--- config.mk ---
export PLATFORM = sky130hd
export DESIGN_NAME = udp_tx_sched
export DESIGN_NICKNAME = d
export VERILOG_FILES = /design/src/rtl/udp_sched_pkg.sv /design/src/rtl/udp_sched_rr_arb.sv /design/src/rtl/udp_tx_sched.sv
export SDC_FILE = /design/constraint.sdc
export NUM_CORES = 1
export LEC_CHECK = 0
export ABC_AREA = 1
export CORE_UTILIZATION = 40
export CTS_CLUSTER_DIAMETER = 100
export DETAILED_ROUTE_END_ITERATION = 8
export PLACE_DENSITY = 0.75
export SYNTH_ARGS = -nofsm -noshare
export SYNTH_HDL_FRONTEND = slang
export SYNTH_SLANG_ARGS = --single-unit
--- constraint.sdc ---
create_clock -name clk -period 3.1 [get_ports clk]
set_input_delay 0.62 -clock clk [delete_from_list [all_inputs] [get_ports clk]]
set_output_delay 0.62 -clock clk [all_outputs]
set_load 0.02 [all_outputs]
--- src/rtl/udp_sched_pkg.sv ---
// udp_sched_pkg: shared state encoding, default timeouts and helpers for the
// UDP transmit scheduler.
package udp_sched_pkg;

    typedef enum logic [2:0] {
        IDLE,
        ARB,
        REQ,
        WAIT_RDY,
        XFER,
        GAP
    } sched_state_t;

    localparam int DEF_N_CH    = 4;
    localparam int DEF_IDLE_TO = 64;
    localparam int DEF_RDY_TO  = 16;
    localparam int GAP_CYCLES  = 4;

    // Increment that sticks at all-ones instead of wrapping
    function automatic logic [15:0] sat_inc16(input logic [15:0] v);
        return (v == 16'hFFFF) ? v : v + 16'd1;
    endfunction

endpackage

--- src/rtl/udp_sched_rr_arb.sv ---
// udp_sched_rr_arb: combinational channel arbiter. Round-robin search starts
// at the channel after last_grant; prio_mode=1 selects lowest-index-wins.
module udp_sched_rr_arb #(
    parameter int N_CH = 4
) (
    input  logic [N_CH-1:0] req,
    input  logic [2:0]      last_grant,
    input  logic            prio_mode,
    output logic [2:0]      grant,
    output logic            valid
);

    logic [2*N_CH-1:0] req_dbl;
    logic [N_CH-1:0]   req_rot;
    logic [2:0]        rr_off;
    logic [2:0]        prio_idx;
    logic [3:0]        rr_sum;

    // Rotate the request vector so bit 0 is the channel right after last_grant
    assign req_dbl = {req, req};
    assign req_rot = N_CH'(req_dbl >> (4'(last_grant) + 4'd1));

    // Lowest set bit of the rotated and of the plain request vectors
    always_comb begin
        rr_off   = '0;
        prio_idx = '0;
        for (int k = N_CH - 1; k >= 0; k--) begin
            if (req_rot[k]) rr_off = 3'(k);
            if (req[k])     prio_idx = 3'(k);
        end
    end

    // Map the rotated offset back to an absolute channel index (mod N_CH)
    always_comb begin
        rr_sum = 4'(last_grant) + 4'd1 + 4'(rr_off);
        if (rr_sum >= 4'(N_CH)) rr_sum = rr_sum - 4'(N_CH);
    end

    assign grant = prio_mode ? prio_idx : rr_sum[2:0];
    assign valid = |req;

endmodule

--- src/rtl/udp_tx_sched.sv ---
// udp_tx_sched: picks an eligible channel FIFO, requests a UDP packet from the
// transmitter and routes its word-read strobes to the granted FIFO.
// Build option: define UDP_TX_SCHED_PRIO_EN for fixed-priority arbitration
// (lowest eligible index wins); otherwise round-robin.
module udp_tx_sched
    import udp_sched_pkg::*;
#(
    parameter int N_CH    = DEF_N_CH,
    parameter int IDLE_TO = DEF_IDLE_TO,
    parameter int RDY_TO  = DEF_RDY_TO
) (
    input  logic               clk,
    input  logic               rst_n,
    input  logic               sched_en,
    input  logic [N_CH*16-1:0] ch_fifo_rdata,
    input  logic [N_CH*12-1:0] ch_fifo_cnt,
    output logic [N_CH-1:0]    ch_fifo_rd_en,
    input  logic [15:0]        cfg_src_port,
    input  logic [N_CH*16-1:0] cfg_dst_port,
    input  logic [N_CH*16-1:0] cfg_len,
    output logic               udp_tx_req,
    input  logic               udp_tx_ready,
    input  logic               tx_fifo_rd_en,
    output logic [15:0]        tx_fifo_data,
    output logic [15:0]        udp_src_port,
    output logic [15:0]        udp_dst_port,
    output logic [15:0]        udp_data_len,
    output logic               busy,
    output logic [2:0]         grant_id,
    output logic [15:0]        abort_cnt
);

`ifdef UDP_TX_SCHED_PRIO_EN
    localparam logic PRIO_MODE = 1'b1;
`else
    localparam logic PRIO_MODE = 1'b0;
`endif

    sched_state_t state;
    logic [2:0]   last_grant;
    logic [14:0]  word_cnt;
    logic [15:0]  timer;
    logic [N_CH-1:0] eligible;
    logic [2:0]   arb_grant;
    logic         arb_valid;

    // Channel views padded to 8 entries so the 3-bit grant indexes them directly
    logic [15:0] rdata_arr [8];
    logic [15:0] dst_arr   [8];
    logic [15:0] len_arr   [8];

    genvar gi;
    generate
        for (gi = 0; gi < 8; gi++) begin : g_pad
            if (gi < N_CH) begin : g_ch
                assign rdata_arr[gi] = ch_fifo_rdata[gi*16 +: 16];
                assign dst_arr[gi]   = cfg_dst_port[gi*16 +: 16];
                assign len_arr[gi]   = cfg_len[gi*16 +: 16];
                // Eligible once a whole packet (cfg_len/2 words) is buffered
                assign eligible[gi]  = {4'd0, ch_fifo_cnt[gi*12 +: 12]} >= {1'b0, cfg_len[gi*16+1 +: 15]};
                // Strobes pass only to the granted channel and only in XFER
                assign ch_fifo_rd_en[gi] = tx_fifo_rd_en && (state == XFER) && (grant_id == 3'(gi));
            end else begin : g_none
                assign rdata_arr[gi] = '0;
                assign dst_arr[gi]   = '0;
                assign len_arr[gi]   = '0;
            end
        end
    endgenerate

    assign tx_fifo_data = rdata_arr[grant_id];

    udp_sched_rr_arb #(.N_CH(N_CH)) u_arb (
        .req        (eligible),
        .last_grant (last_grant),
        .prio_mode  (PRIO_MODE),
        .grant      (arb_grant),
        .valid      (arb_valid)
    );

    // Scheduler FSM; header fields and packet length are latched in ARB so
    // config changes mid-packet have no effect
    always_ff @(posedge clk or negedge rst_n) begin
        if (!rst_n) begin
            state        <= IDLE;
            last_grant   <= 3'(N_CH - 1);
            grant_id     <= '0;
            udp_src_port <= '0;
            udp_dst_port <= '0;
            udp_data_len <= '0;
            word_cnt     <= '0;
            timer        <= '0;
            abort_cnt    <= '0;
            udp_tx_req   <= 1'b0;
            busy         <= 1'b0;
        end else begin
            case (state)
                IDLE: begin
                    if (sched_en && (|eligible)) begin
                        state <= ARB;
                        busy  <= 1'b1;
                    end
                end
                ARB: begin
                    if (arb_valid) begin
                        grant_id     <= arb_grant;
                        udp_src_port <= cfg_src_port;
                        udp_dst_port <= dst_arr[arb_grant];
                        udp_data_len <= len_arr[arb_grant];
                        word_cnt     <= '0;
                        udp_tx_req   <= 1'b1;
                        state        <= REQ;
                    end else begin
                        state <= IDLE;
                        busy  <= 1'b0;
                    end
                end
                REQ: begin
                    udp_tx_req <= 1'b0;
                    timer      <= '0;
                    state      <= WAIT_RDY;
                end
                WAIT_RDY: begin
                    if (udp_tx_ready) begin
                        timer <= '0;
                        state <= XFER;
                    end else if (timer == 16'(RDY_TO - 1)) begin
                        timer     <= '0;
                        abort_cnt <= sat_inc16(abort_cnt);
                        state     <= GAP;
                    end else begin
                        timer <= timer + 16'd1;
                    end
                end
                XFER: begin
                    if (tx_fifo_rd_en) begin
                        word_cnt <= word_cnt + 15'd1;
                        timer    <= '0;
                        if (word_cnt + 15'd1 == udp_data_len[15:1]) state <= GAP;
                    end else if (udp_tx_ready) begin
                        timer <= '0;
                    end else if (timer == 16'(IDLE_TO - 1)) begin
                        timer <= '0;
                        if (word_cnt < udp_data_len[15:1]) abort_cnt <= sat_inc16(abort_cnt);
                        state <= GAP;
                    end else begin
                        timer <= timer + 16'd1;
                    end
                end
                GAP: begin
                    if (timer == 16'(GAP_CYCLES - 1)) begin
                        timer      <= '0;
                        last_grant <= grant_id;
                        busy       <= 1'b0;
                        state      <= IDLE;
                    end else begin
                        timer <= timer + 16'd1;
                    end
                end
                default: begin
                    state <= IDLE;
                    busy  <= 1'b0;
                end
            endcase
        end
    end

endmodule

# [Word-level counts from Yosys, hierarchy flattened]
# Cells that the tools add are included.
[word_totals] latch_bits=0 romBits=0 input_bits=261 wordCells=126 reg_bits=106 mem_bits_rw=0 output_inout_bits=89 memories=0
[op_classes] reduce_logical=21 mux=48 eq_ne=28 multipliers=0 bitwise_logic=3 div=0 addsub=6 shifts=1 order_cmp=8
[ops] op="2-to-1 mux 16 bit" n=19
[ops] op="binary-select mux 16 bit (select 3 bit)" n=3
[ops] op="case mux 16 bit (4 select lines)" n=1
[ops] op=">= comparator 12 x 15 -> 1 bit" n=4
[ops] op="adder 16 x 1 -> 16 bit, second input constant" n=2
[ops] op="case mux 16 bit (2 select lines)" n=1
[ops] op="2-to-1 mux 15 bit" n=2
[ops] op="case mux 15 bit (2 select lines)" n=1
[ops] op="2-to-1 mux 3 bit" n=9
[ops] op="inequality test 2 bit, second input constant" n=9
[ops] op="case mux 3 bit (6 select lines)" n=1
[ops] op="equality test 16 bit, second input constant" n=1
[ops] op="equality test 16 x 2 -> 1 bit, second input constant" n=1
[ops] op="equality test 16 x 4 -> 1 bit, second input constant" n=1
[ops] op="equality test 16 x 6 -> 1 bit, second input constant" n=1
[ops] op="adder 15 x 1 -> 15 bit, second input constant" n=1
[ops] op="equality test 15 bit" n=1
[ops] op="less-than comparator 15 bit" n=1
[ops] op="equality test 3 x 2 -> 1 bit, second input constant" n=4
[ops] op="2-to-1 mux 2 bit" n=5
[ops] op=">= comparator 4 bit, second input constant" n=2
[ops] op="inverter 3 -> 4 bit" n=2
[ops] op="right shift 8 x 4 -> 4 bit" n=1
[ops] op="AND reduction 7 bit" n=1
[ops] op="23 further kinds" n=41

# [Longest topological paths before layout]
# Gate-level depths: netlist of the first run.
[logic_depth] depth_word=13 ltp_mapped=26 ltp_nobuf=25

# [Cells and area by module]
# A second synthesis of the first run with hierarchy kept.
[unflattened] cells_unflattened=1282 area_unflattened_um2=8784.7
[by_module_without_submodules] mod="udp_tx_sched" cells_each=1221 n_inst=1 seq_area_each_um2=2655.0 area_per_inst_um2=8486.9
[by_module_without_submodules] mod="udp_sched_rr_arb" cells_each=61 n_inst=1 seq_area_each_um2=0.0 area_per_inst_um2=297.8

# [Least setup slack after synthesis of the first run]
# No wires, ideal clock.
[synth_path] kind="input -> register" from="input port cfg_len[23]" to="register udp_dst_port[0]" path_buffers=2 cell_stages=21 arrival_time_ns=3.395 setup_time_ns=0.121 setup_slack_ns=-0.416 required_time_ns=2.979 cell_sequence="inv_1 -> ha_1 -> nand2_1 -> nor2_1 -> nand2_1 -> nor2_1 -> nor2_1 -> nand2_1 -> inv_1 -> nand2_1 -> o21ai_0 -> o21ai_0 -> inv_1 -> nand2_1 -> nand2_1 -> ha_1 -> fa_1 -> clkbuf_1 -> clkbuf_1 -> a32oi_1 -> a22o_1"
[synth_between] elab_chain_len=13 elab_cells_between_ends=16 classes_between="add/sub (2); order compare (2); shift (1); mux (8); bitwise (1); reduce/logical (2)"
[synth_rtl] element="start: declaration" line="udp_tx_sched.sv:20" text="input logic [N_CH*16-1:0] cfg_len,"
[synth_rtl] element=">= comparator 12 x 15 -> 1 bit (*)" line="udp_tx_sched.sv:60" text="assign eligible[gi] = {4'd0, ch_fifo_cnt[gi*12 +: 12]} >= {1'b0, cfg_len[gi*16+1 +: 15]};"
[synth_rtl] element="right shift 8 x 4 -> 4 bit" line="udp_sched_rr_arb.sv:21" text="assign req_rot = N_CH'(req_dbl >> (4'(last_grant) + 4'd1));"
[synth_rtl] element="2-to-1 mux 2 bit (4 in series)" line="udp_sched_rr_arb.sv:28" text="if (req_rot[k]) rr_off = 3'(k);"
[synth_rtl] element="adder 4 x 2 -> 4 bit" line="udp_sched_rr_arb.sv:35" text="rr_sum = 4'(last_grant) + 4'd1 + 4'(rr_off);"
[synth_rtl] element=">= comparator 4 x 3 -> 1 bit or subtractor 3 bit (tied branches)" line="udp_sched_rr_arb.sv:36" text="if (rr_sum >= 4'(N_CH)) rr_sum = rr_sum - 4'(N_CH);"
[synth_rtl] element="2-to-1 mux 3 bit" line="udp_sched_rr_arb.sv:36"
[synth_rtl] element="inverter 3 -> 4 bit (not written as such)" line="udp_tx_sched.sv:108" text="udp_dst_port <= dst_arr[arb_grant];"
[synth_rtl] element="binary-select mux 16 bit (select 3 bit)" line="udp_tx_sched.sv:108"
[synth_rtl] element="2-to-1 mux 16 bit (not written as such) (2 in series)" line="udp_tx_sched.sv:108"
[synth_rtl] element="end signal: assignment" line="udp_tx_sched.sv:108"
[synth_rtl] element="end: declaration" line="udp_tx_sched.sv:26" text="output logic [15:0] udp_dst_port,"
# Mark *: on every way between the ends. The rest lies on a longest branch, timed or not. The select of a mux whose other input is x is not followed.
# A chain may end at the register's enable or synchronous reset.

# [Worst setup path after layout of the first run]
[layout_path] from="input port cfg_len[25]" to="register udp_data_len[9]"
[layout_between] elab_chain_len=13 elab_cells_between_ends=16 classes_between="add/sub (2); order compare (2); shift (1); mux (8); bitwise (1); reduce/logical (2)"
[layout_rtl] element=">= comparator 12 x 15 -> 1 bit" line="udp_tx_sched.sv:60"
[layout_rtl] element="right shift 8 x 4 -> 4 bit" line="udp_sched_rr_arb.sv:21"
[layout_rtl] element="2-to-1 mux 2 bit (4 in series)" line="udp_sched_rr_arb.sv:28"
[layout_rtl] element="adder 4 x 2 -> 4 bit" line="udp_sched_rr_arb.sv:35"
[layout_rtl] element=">= comparator 4 x 3 -> 1 bit or subtractor 3 bit (tied branches)" line="udp_sched_rr_arb.sv:36"
[layout_rtl] element="2-to-1 mux 3 bit" line="udp_sched_rr_arb.sv:36"
[layout_rtl] element="inverter 3 -> 4 bit (not written as such)" line="udp_tx_sched.sv:109" text="udp_data_len <= len_arr[arb_grant];"
[layout_rtl] element="binary-select mux 16 bit (select 3 bit)" line="udp_tx_sched.sv:109"
[layout_rtl] element="2-to-1 mux 16 bit (not written as such) (2 in series)" line="udp_tx_sched.sv:109"
[layout_rtl] element="end signal: assignment" line="udp_tx_sched.sv:109"
[layout_rtl] element="end: declaration" line="udp_tx_sched.sv:27" text="output logic [15:0] udp_data_len,"
# Parallel ways exist; a longest one is shown, timed or not. The select of a mux whose other input is x is not followed.

==> results of run 1 <==
-- cell families after synthesis --
| group | synth area share |
|---|---|
| DFF | 0.307 |
| xor gates and xnor gates | 0.0340 |
| and+or+nand+nor | 0.294 |
| AOI/OAI and AO/OA | 0.170 |
| buffers and inverters | 0.0933 |
| adders and majority gates | 0.101 |
-- metal layers --
metal	global-route usage	vias up	routed length, um
met2	0.573	758	19400
li1	-	5228	-
met5	0	-	0
met3	0.0627	257	4180
met4	0.193	0	3360
met1	0.367	5323	14400
-- how the worst max path moves through the flow --
stage                           start                           end  slack [ns]  cells past startpoint
after global placement    cfg_len[25]   udp_dst_port[4]$_DFFE_PN0P_       -1.07                     25
after global routing      cfg_len[26]  udp_data_len[11]$_DFFE_PN0P_       -0.85                     27
after floorplan           cfg_len[25]   udp_dst_port[5]$_DFFE_PN0P_       -0.11                     25
final                     cfg_len[25]   udp_data_len[9]$_DFFE_PN0P_       -0.76                     27
after detailed placement  cfg_len[25]  udp_dst_port[14]$_DFFE_PN0P_       -1.14                     26
after CTS                 cfg_len[11]   udp_data_len[3]$_DFFE_PN0P_       -0.17                     23
-- cell usage after synthesis (2+ instances only) --
cell type    n
dfrtp_1    104
nand2_1    317
clkinv_1     5
nand2_2      6
nand4_1     20
inv_2        3
nor2_2       4
ha_1        68
nor2_4       4
o211ai_1     8
nor4_1       6
nor3_2       2
buf_4        2
buf_2        8
nor3_1      16
buf_1        4
a22o_1      18
xnor2_1     10
nand3_1     93
a22oi_1     17
nand2_4      2
clkbuf_1    30
xor2_1      21
nor2_1     113
dfstp_2      2
o22ai_1     16
o21ai_2      9
a31oi_1     17
a21oi_1     57
inv_1      155
o21ai_0     67
a32oi_1     18
a21o_1       4
-- flip-flops by register name, indices dropped and copies added (netlist names), 3 cells and up --
signal and flops:
udp_data_len 16, state 3, timer 16, udp_src_port 16
udp_dst_port 16, last_grant 3, grant_id 3, abort_cnt 16
word_cnt 15
-- power by group through the flow --
stage	Combinational (mW)	Clock, mW	Sequential [mW]
3_5_place_dp	7.05	0	2.29
2_1_floorplan	3.91	0	2.58
3_3_place_gp	6.87	0	2.28
5_1_grt	9.45	1.22	2.34
4_1_cts	7.99	1.16	2.27
6_report	8.91	1.16	2.29
-- cell usage in the layout, fill, tap and decap left out, types with 18 or more instances in the layout --
cell type and count:
nand2_1 276, clkdlybuf4s50_1 240, buf_4 194, dfrtp_1 104, inv_1 101, nor2_1 89
nand3_1 85, inv_2 48, ha_4 42, buf_2 42, nand2_2 40, a21oi_2 38
o21ai_1 31, buf_6 28, o21ai_0 26, ha_1 26, xor2_1 21, nand4_1 20
clkbuf_2 20, o21ai_2 18, a22o_1 18
-- through the flow --
| stage | utilization | hold slack [ns] | setup slack (ns) | setup TNS [ns] |
|---|---|---|---|---|
| floorplan | - | 0.324 | -0.115 | -3.17 |
| global placement | 0.634 | 0.462 | -1.07 | -34.78 |
| detailed placement | 0.634 | 0.464 | -1.14 | -37.74 |
| CTS | 0.708 | 0.294 | -0.170 | -3.61 |
| global route | 0.735 | 0.331 | -0.848 | -23.51 |
| finish | 0.735 | 0.277 | -0.763 | -20.25 |
-- final cells by class --
cell class	instances	area, um^2
Multi-Input combinational cell	924	6310
Fill cell	1470	5590
Timing Repair Buffer	576	5230
Sequential cell	106	2660
Inverter	163	652
Tap cell	275	344
Clock buffer	11	243
Clock inverter	5	47.5
Antenna cell	4	10.0
-- critical path, cell delays in order --
cell	delay, ns
buf_8	0.11
inv_12	0.05
ha_4	0.20
nand2_4	0.06
nand2_2	0.04
nand2_1	0.07
nand2_1	0.07
nand2_2	0.07
nand2_2	0.05
nor2_2	0.33
nand2_2	0.13
inv_2	0.09
nand2_2	0.07
nand3_2	0.08
nand2_1	0.06
nor2_2	0.17
nand2_1	0.09
nand2_1	0.08
nand2_2	0.07
ha_4	0.17
fa_2	0.62
buf_12	0.19
buf_12	0.15
a21oi_4	0.04
o21ai_2	0.08
o21ai_1	0.11
o22ai_1	0.23
-- what timing repair did --
item                                    CTS  global route
endpoints found under the setup margin   34            71
buffers inserted                        113            22
endpoints found under the hold margin     0             0
pin swaps                               108            94
gates resized for setup                 451           167
gates cloned                              4             5
==> metrics.yaml, run 1 <==
power_and_ir_drop:
  swShare: 0.477
  vdd_drop_max_mv: 0.701
  p_leak_nw: 7.09
  internal_power_mw: 6.47
  p_seq_frac: 0.185
  p_clk_frac: 0.094
  power_frac_comb: 0.721
  switchingPower_mw: 5.89
  power_mw: 12.4
  pwr_density_cell_mw_per_mm2: 798
grt:
  grtUsageTotal: 0.327
  grt_max_degree: 52
  grt_pass1_vias: 11097
  grt_overflow: 0
  grt_pass1_wl_um: 56700
  antenna_found_initial: 4
logic_synthesis:
  avgSynthCellArea_um2: 6.98
  ys_types: 45
  yosys_warnings: 0
  synth_area_mm2: 0.00864
  syn_inst: 1238
  synth-edff-count: 0
  async_flop_share: 1.00
  synth_largest_area_cell: "dfrtp_1"
  yosys-top-cells-area: "dfrtp_1, nand2_1, ha_1, inv_1, nand3_1"
  synth_ff_type: "dfrtp_1"
  ys_ff_latch: 106
  synth_top_area_frac: 0.301
  synth_seq_area_share: 0.307
  syn_nets: 1568
route:
  via_per_inst: 5.60
  routed_wl_um: 41300
  vias: 11566
  final_antenna_net_count: 0
  post-route-drc-count: 0
  drtPass1Iterations: 8
  initialDrtViolationCount: 996
  wire_per_inst_um: 20.0
sta:
  maxSlewViolCount: 0
  period_minus_slack_ns: 3.86
  finalHoldViolations: 0
  finalWorstSetupSlack_ns: -0.763
  slew_headroom: 0.500
  rsz0062_at_grt: "true"
  skew_ns: 0.0106
  fmax_ghz: 0.259
  setup_violations: 34
  worst_pin_slew_ns: 0.751
  finalCritPeriodShare: 1.25
critical_path:
  r2r-start: "last_grant[0]$_DFFE_PN1P_"
  startpoint_type: "input pin"
  cp.arrival_ns: 4.11
  crit_required_ns: 3.35
  r2r_slack_ns: -0.32
  worst_r2r_path_depth: 15
  crit_fanout: 7
  r2r_end: "udp_data_len[9]$_DFFE_PN0P_"
  crit_path_end_kind: "flip-flop"
  critical_path_class: "input pin to flip-flop"
placed_design:
  place_hpwl_um: 25400
  dp_cells: 1911
  port_buffers: 349
  dpl_cell_area_mm2: 0.0134
  place_congestion: 0.917
clock_tree:
  root_buffer: "clkbuf_16"
  clock_sinks: 106
  ctsHoldBuffers: 0
  cts_tree: "yes"
  clk_pin_slew_ns: 0.08
  cts_buffer_depth: 2
  htree_num_levels: 3
  clock_latency_ns: 0.36
  cts_made_buffers: 9
die:
  fp.dieH_um: 149
  dieArea_mm2: 0.0222
  ioPinCount: 350
  die_w_um: 149
  start_util: 0.410
  row_count: 53
  core_area_mm2: 0.0211
finish:
  stdcell_count: 2064
  final_nets: 2110
  drive_gt1_frac: 0.331
  final_cell_area_mm2: 0.0155
  area_growth_syn_to_layout_pct: 79.3
outcome:
  status: "finished with violations"
  violations: "setup timing"
min_path:
  hp-class: "input pin to asynchronous set/reset pin"
job:
  cap_violations: 0
(Power assumes the default switching activity.)
==> run 2, diff against run 1 <==
--- a/config.mk
+++ b/config.mk
@@ -10,6 +10,8 @@
 export CTS_CLUSTER_DIAMETER = 100
 export DETAILED_ROUTE_END_ITERATION = 8
 export PLACE_DENSITY = 0.75
+export SETUP_SLACK_MARGIN = 0.15
 export SYNTH_ARGS = -nofsm -noshare
 export SYNTH_HDL_FRONTEND = slang
 export SYNTH_SLANG_ARGS = --single-unit
+export TNS_END_PERCENT = 20
==> metrics.yaml, run 2 (synthesized netlist as in run 1, its figures left out) <==
power_and_ir_drop:
  swShare: 0.458
  power_frac_comb: 0.701
  p_clk_frac: 0.107
  vdd_drop_max_mv: 0.487
  pwr_density_cell_mw_per_mm2: 780
  p_seq_frac: 0.192
  power_mw: 11.9
  switchingPower_mw: 5.46
  internal_power_mw: 6.46
  p_leak_nw: 7.19
grt:
  grt_overflow: 0
  grtUsageTotal: 0.320
  grt_pass1_wl_um: 55200
  antenna_found_initial: 4
  grt_pass1_vias: 10885
  grt_max_degree: 51
finish:
  final_nets: 2107
  final_cell_area_mm2: 0.0153
  area_growth_syn_to_layout_pct: 77.0
  final_common_cell: "nand2_1"
  fin_util: 0.725
  layout_common_cells: "nand2_1, clkdlybuf4s50_1, buf_4"
  stdcell_count: 2061
  drive_gt1_frac: 0.308
sta:
  fmax_ghz: 0.290
  period_minus_slack_ns: 3.44
  finalCritPeriodShare: 1.11
  setup_violations: 33
  skew_ns: 0.00992
  slew_headroom: 0.457
  finalHoldViolations: 0
  finalWorstSetupSlack_ns: -0.344
  hold_ws_ns: 0.295
  maxSlewViolCount: 0
  rsz0062_at_grt: "true"
  worst_pin_slew_ns: 0.807
critical_path:
  crit_path_end_kind: "flip-flop"
  crit_required_ns: 3.33
  cp.arrival_ns: 3.68
  startpoint_type: "input pin"
  r2r-start: "last_grant[0]$_DFFE_PN1P_"
  r2r_end: "udp_data_len[2]$_DFFE_PN0P_"
  crit_fanout: 8
  r2r_slack_ns: -0.06
  critical_path_class: "input pin to flip-flop"
  worst_r2r_path_depth: 14
clock_tree:
  root_buffer: "clkbuf_16"
  cts_buffer_depth: 2
  cts_made_buffers: 9
  clock_sinks: 106
  clock_latency_ns: 0.36
  cts_tree: "yes"
  clk_pin_slew_ns: 0.08
  htree_num_levels: 3
route:
  wire_per_inst_um: 18.0
  vias: 11083
  post-route-drc-count: 0
  final_antenna_net_count: 0
  routed_wl_um: 37100
  drtPass1Iterations: 7
  via_per_inst: 5.38
  initialDrtViolationCount: 669
placed_design:
  place_congestion: 0.906
  port_buffers: 349
  dpl_cell_area_mm2: 0.0134
  dp_cells: 1918
  place_hpwl_um: 25800
die:
  start_util: 0.410
  dieArea_mm2: 0.0222
  row_count: 53
  fp.dieH_um: 149
  die_w_um: 149
  ioPinCount: 350
  core_area_mm2: 0.0211
outcome:
  status: "finished with violations"
  violations: "setup timing"
min_path:
  hp-class: "input pin to asynchronous set/reset pin"
job:
  cap_violations: 0
## run 2: changes by cell type in the layout (fill, tap and decap cells not counted), moves of 9 or more
cell and change:
nor2_4 -10, a21oi_1 +9, buf_4 +12, dlymetal6s2s_1 +9, nor2_1 +9, clkbuf_2 -19
clkdlybuf4s50_1 -9, buf_6 -13, o21ai_0 +10, clkdlybuf4s15_2 +10
## run 2: repair_timing
| item | 4_1_cts | 5_1_grt |
|---|---|---|
| endpoints found under the setup margin | 37 | 45 |
| pin swaps | 117 | 58 |
| setup buffers | 114 | 4 |
| gates resized for setup | 495 | 65 |
| hold buffers | 0 | 0 |
| gates cloned | 3 | 2 |
## run 2: worst max-delay path by stage
stage | start | cells after the start | to | slack [ns]
after floorplan | cfg_len[25] | 25 | udp_dst_port[5]$_DFFE_PN0P_ | -0.11
after global placement | cfg_len[25] | 24 | udp_dst_port[4]$_DFFE_PN0P_ | -1.08
after detailed placement | cfg_len[25] | 25 | udp_data_len[7]$_DFFE_PN0P_ | -1.15
after CTS | cfg_len[11] | 22 | udp_data_len[2]$_DFFE_PN0P_ | -0.10
after global routing | cfg_len[22] | 23 | udp_data_len[2]$_DFFE_PN0P_ | -0.49
final | cfg_len[23] | 23 | udp_data_len[2]$_DFFE_PN0P_ | -0.34
## run 2: metrics by stage
step                      setup WS, ns  TNS [ns]
after CTS                       -0.102     -1.83
final                           -0.344     -8.51
after detailed placement         -1.15    -38.06
after global placement           -1.08    -35.21
after floorplan                 -0.115     -3.31
after global routing            -0.488    -13.36
## run 2: area by class of cell
| class | instances | area [um^2] |
|---|---|---|
| antenna | 4 | 10.0 |
| clock buffer | 10 | 229 |
| clock inverter | 6 | 96.3 |
| fill | 1506 | 5800 |
| inverter | 163 | 639 |
| multi-input combinational | 924 | 6120 |
| sequential | 106 | 2660 |
| tap | 275 | 344 |
| timing repair buffer | 573 | 5190 |
## run 2: per-layer routing
metal,vias up,global-route usage,share of wire
met2,578,0.564,0.49
li1,5221,-,-
met5,-,0,0
met1,5140,0.360,0.37
met4,0,0.182,0.058
met3,144,0.0581,0.082
## run 2: power groups by stage
| stage | registers [mW] | clock network [mW] | logic (mW) |
|---|---|---|---|
| global route | 2.34 | 1.34 | 8.94 |
| detailed placement | 2.30 | 0 | 6.79 |
| CTS | 2.27 | 1.30 | 7.77 |
| finish | 2.29 | 1.28 | 8.36 |
| global placement | 2.28 | 0 | 6.61 |
| floorplan | 2.58 | 0 | 3.85 |
## run 2: critical path: stages
cell and delay, ns:
buf_2 0.09, inv_2 0.05, ha_4 0.27, nand2_2 0.07
nor2_2 0.14, nand2_2 0.08, nor2_2 0.13, nor2_2 0.06
nand2_2 0.11, inv_2 0.06, nand2_2 0.08, o21ai_2 0.06
o21ai_1 0.14, inv_1 0.07, nand2_1 0.06, nand2_1 0.05
ha_2 0.18, fa_2 0.68, buf_12 0.18, buf_12 0.13
o21ai_0 0.10, o21ai_1 0.18, o22ai_1 0.09
==> run 3, diff against run 2 <==
--- a/config.mk
+++ b/config.mk
@@ -6,6 +6,7 @@
 export NUM_CORES = 1
 export LEC_CHECK = 0
 export ABC_AREA = 1
+export CORE_MARGIN = 4
 export CORE_UTILIZATION = 40
 export CTS_CLUSTER_DIAMETER = 100
 export DETAILED_ROUTE_END_ITERATION = 8
==> metrics.yaml, run 3 (synthesized netlist as in run 1, its figures left out) <==
outcome:
  status: "finished with violations"
  violations: "setup timing"
power_and_ir_drop:
  pwr_density_cell_mw_per_mm2: 760
  power_frac_comb: 0.693
  vdd_drop_max_mv: 0.611
  switchingPower_mw: 5.21
  p_leak_nw: 7.12
  p_clk_frac: 0.103
  internal_power_mw: 5.93
  swShare: 0.468
  p_seq_frac: 0.204
grt:
  grt_overflow: 0
  grtUsageTotal: 0.258
  grt_pass1_wl_um: 50400
  grt_pass1_vias: 10084
  grt_max_degree: 46
  antenna_found_initial: 7
clock_tree:
  cts_buffer_depth: 2
  ctsHoldBuffers: 0
  htree_num_levels: 3
  clock_sinks: 106
  clk_pin_slew_ns: 0.08
  root_buffer: "clkbuf_16"
  clock_latency_ns: 0.36
  cts_made_buffers: 9
  cts_tree: "yes"
critical_path:
  startpoint_type: "input pin"
  r2r_end: "udp_dst_port[10]$_DFFE_PN0P_"
  r2r_slack_ns: -0.03
  cp.arrival_ns: 3.64
  crit_path_end_kind: "flip-flop"
  slowest_delay_ns: 0.53
  path_delay_family: "adder cells"
  crit_slowest_cell: "fa_2"
  worstPathCellList: "dlymetal6s2s_1, inv_2, ha_1, nand2_1, o21ai_1, nand2_1, nand2_1, nand2_1, nand2_2, nand2_2, a21boi_2, nor2_4, nand2_2, nand2_1, nand2_1, ha_2, fa_2, buf_12, a21oi_1, o21ai_1, o21ai_1, o22ai_1"
  critical_path_class: "input pin to flip-flop"
  crit_required_ns: 3.34
  crit_fanout: 15
  worst_r2r_path_depth: 14
  r2r-start: "last_grant[0]$_DFFE_PN1P_"
  critPathBufInv: 3
  path_common_cell: "nand2_1"
placed_design:
  place_hpwl_um: 26300
  dp_cells: 1912
  port_buffers: 349
  place_congestion: 0.957
finish:
  drive_gt1_frac: 0.233
  area_growth_syn_to_layout_pct: 69.6
  layout_common_cells: "nand2_1, clkdlybuf4s50_1, inv_1"
  stdcell_count: 1951
  fin_util: 0.693
  final_nets: 1996
  n_fill_cell: 1619
  final_common_cell: "nand2_1"
die:
  die_w_um: 155
  fp.dieH_um: 155
  core_area_mm2: 0.0212
  row_count: 53
  start_util: 0.408
  ioPinCount: 350
  dieArea_mm2: 0.0240
route:
  post-route-drc-count: 0
  m1WireLength_um: 13200
  initialDrtViolationCount: 726
  vias: 10450
  via_per_inst: 5.36
  final_antenna_net_count: 0
  wire_per_inst_um: 17.5
  drtPass1Iterations: 6
  maxUsedRoutingLayer: "met5"
  dr_wl_met3_um: 2740
  routed-wl-met2_um: 16800
  routed_wl_um: 34100
min_path:
  hp-class: "input pin to asynchronous set/reset pin"
sta:
  finalWorstSetupSlack_ns: -0.300
  setup_violations: 33
  fin_tns_setup_ns: -7.06
  worst_pin_slew_ns: 0.900
  fmax_ghz: 0.294
  slew_headroom: 0.395
  rsz0062_at_grt: "true"
  skew_ns: 0.0126
  finalHoldViolations: 0
  maxSlewViolCount: 0
  finalCritPeriodShare: 1.10
  period_minus_slack_ns: 3.40
job:
  cap_violations: 0
-- run 3: power by group through the flow --
stage | Combinational (mW) | Sequential [mW] | Clock [mW]
2_1_floorplan | 3.85 | 2.58 | 0
3_3_place_gp | 6.74 | 2.27 | 0
3_5_place_dp | 6.89 | 2.28 | 0
4_1_cts | 7.17 | 2.26 | 1.17
5_1_grt | 8.34 | 2.33 | 1.22
6_report | 7.72 | 2.27 | 1.15
-- run 3: cell type report --
| class | instances | area [um^2] | share of cell area |
|---|---|---|---|
| clock buffers | 10 | 229 | 0.0156 |
| inverters | 163 | 644 | 0.0440 |
| diodes | 5 | 12.5 | 0.000854 |
| multi-input cells | 924 | 6050 | 0.413 |
| clock inverters | 6 | 61.3 | 0.00418 |
| well taps | 275 | 344 | 0.0235 |
| repair buffers | 462 | 4660 | 0.318 |
| flip-flops and latches | 106 | 2660 | 0.181 |
-- run 3: how the worst max path moves through the flow --
| stage | startpoint | endpoint | cells past startpoint |
|---|---|---|---|
| global placement | cfg_len[25] | udp_dst_port[4]$_DFFE_PN0P_ | 25 |
| finish | cfg_len[2] | udp_data_len[7]$_DFFE_PN0P_ | 22 |
| CTS | cfg_len[59] | udp_dst_port[4]$_DFFE_PN0P_ | 19 |
| floorplan | cfg_len[25] | udp_dst_port[5]$_DFFE_PN0P_ | 25 |
| global route | cfg_len[2] | udp_data_len[7]$_DFFE_PN0P_ | 22 |
| detailed placement | cfg_len[25] | udp_dst_port[4]$_DFFE_PN0P_ | 25 |
-- run 3: what timing repair did --
item                       CTS  global route
buffers inserted             1            14
cloned                       1             2
resized for setup           59           325
pin swaps                   21           130
setup endpoints to repair   38            43
-- run 3: metal layers --
layer	vias up	track usage
li1	5005	-
met1	4836	0.301
met2	510	0.465
met3	93	0.0531
met4	6	0.0955
met5	-	0
-- run 3: per-stage QoR --
stage / total power [mW] / hold WS, ns / instance area [um^2] / setup WS [ns]
2_1_floorplan: 6.43 / 0.324 / 8940 / -0.115
3_3_place_gp: 9.02 / 0.457 / 13400 / -1.02
3_5_place_dp: 9.17 / 0.464 / 13400 / -1.06
4_1_cts: 10.6 / 0.271 / 13800 / -0.482
5_1_grt: 11.9 / 0.286 / 14700 / -0.454
6_report: 11.1 / 0.255 / 14700 / -0.300
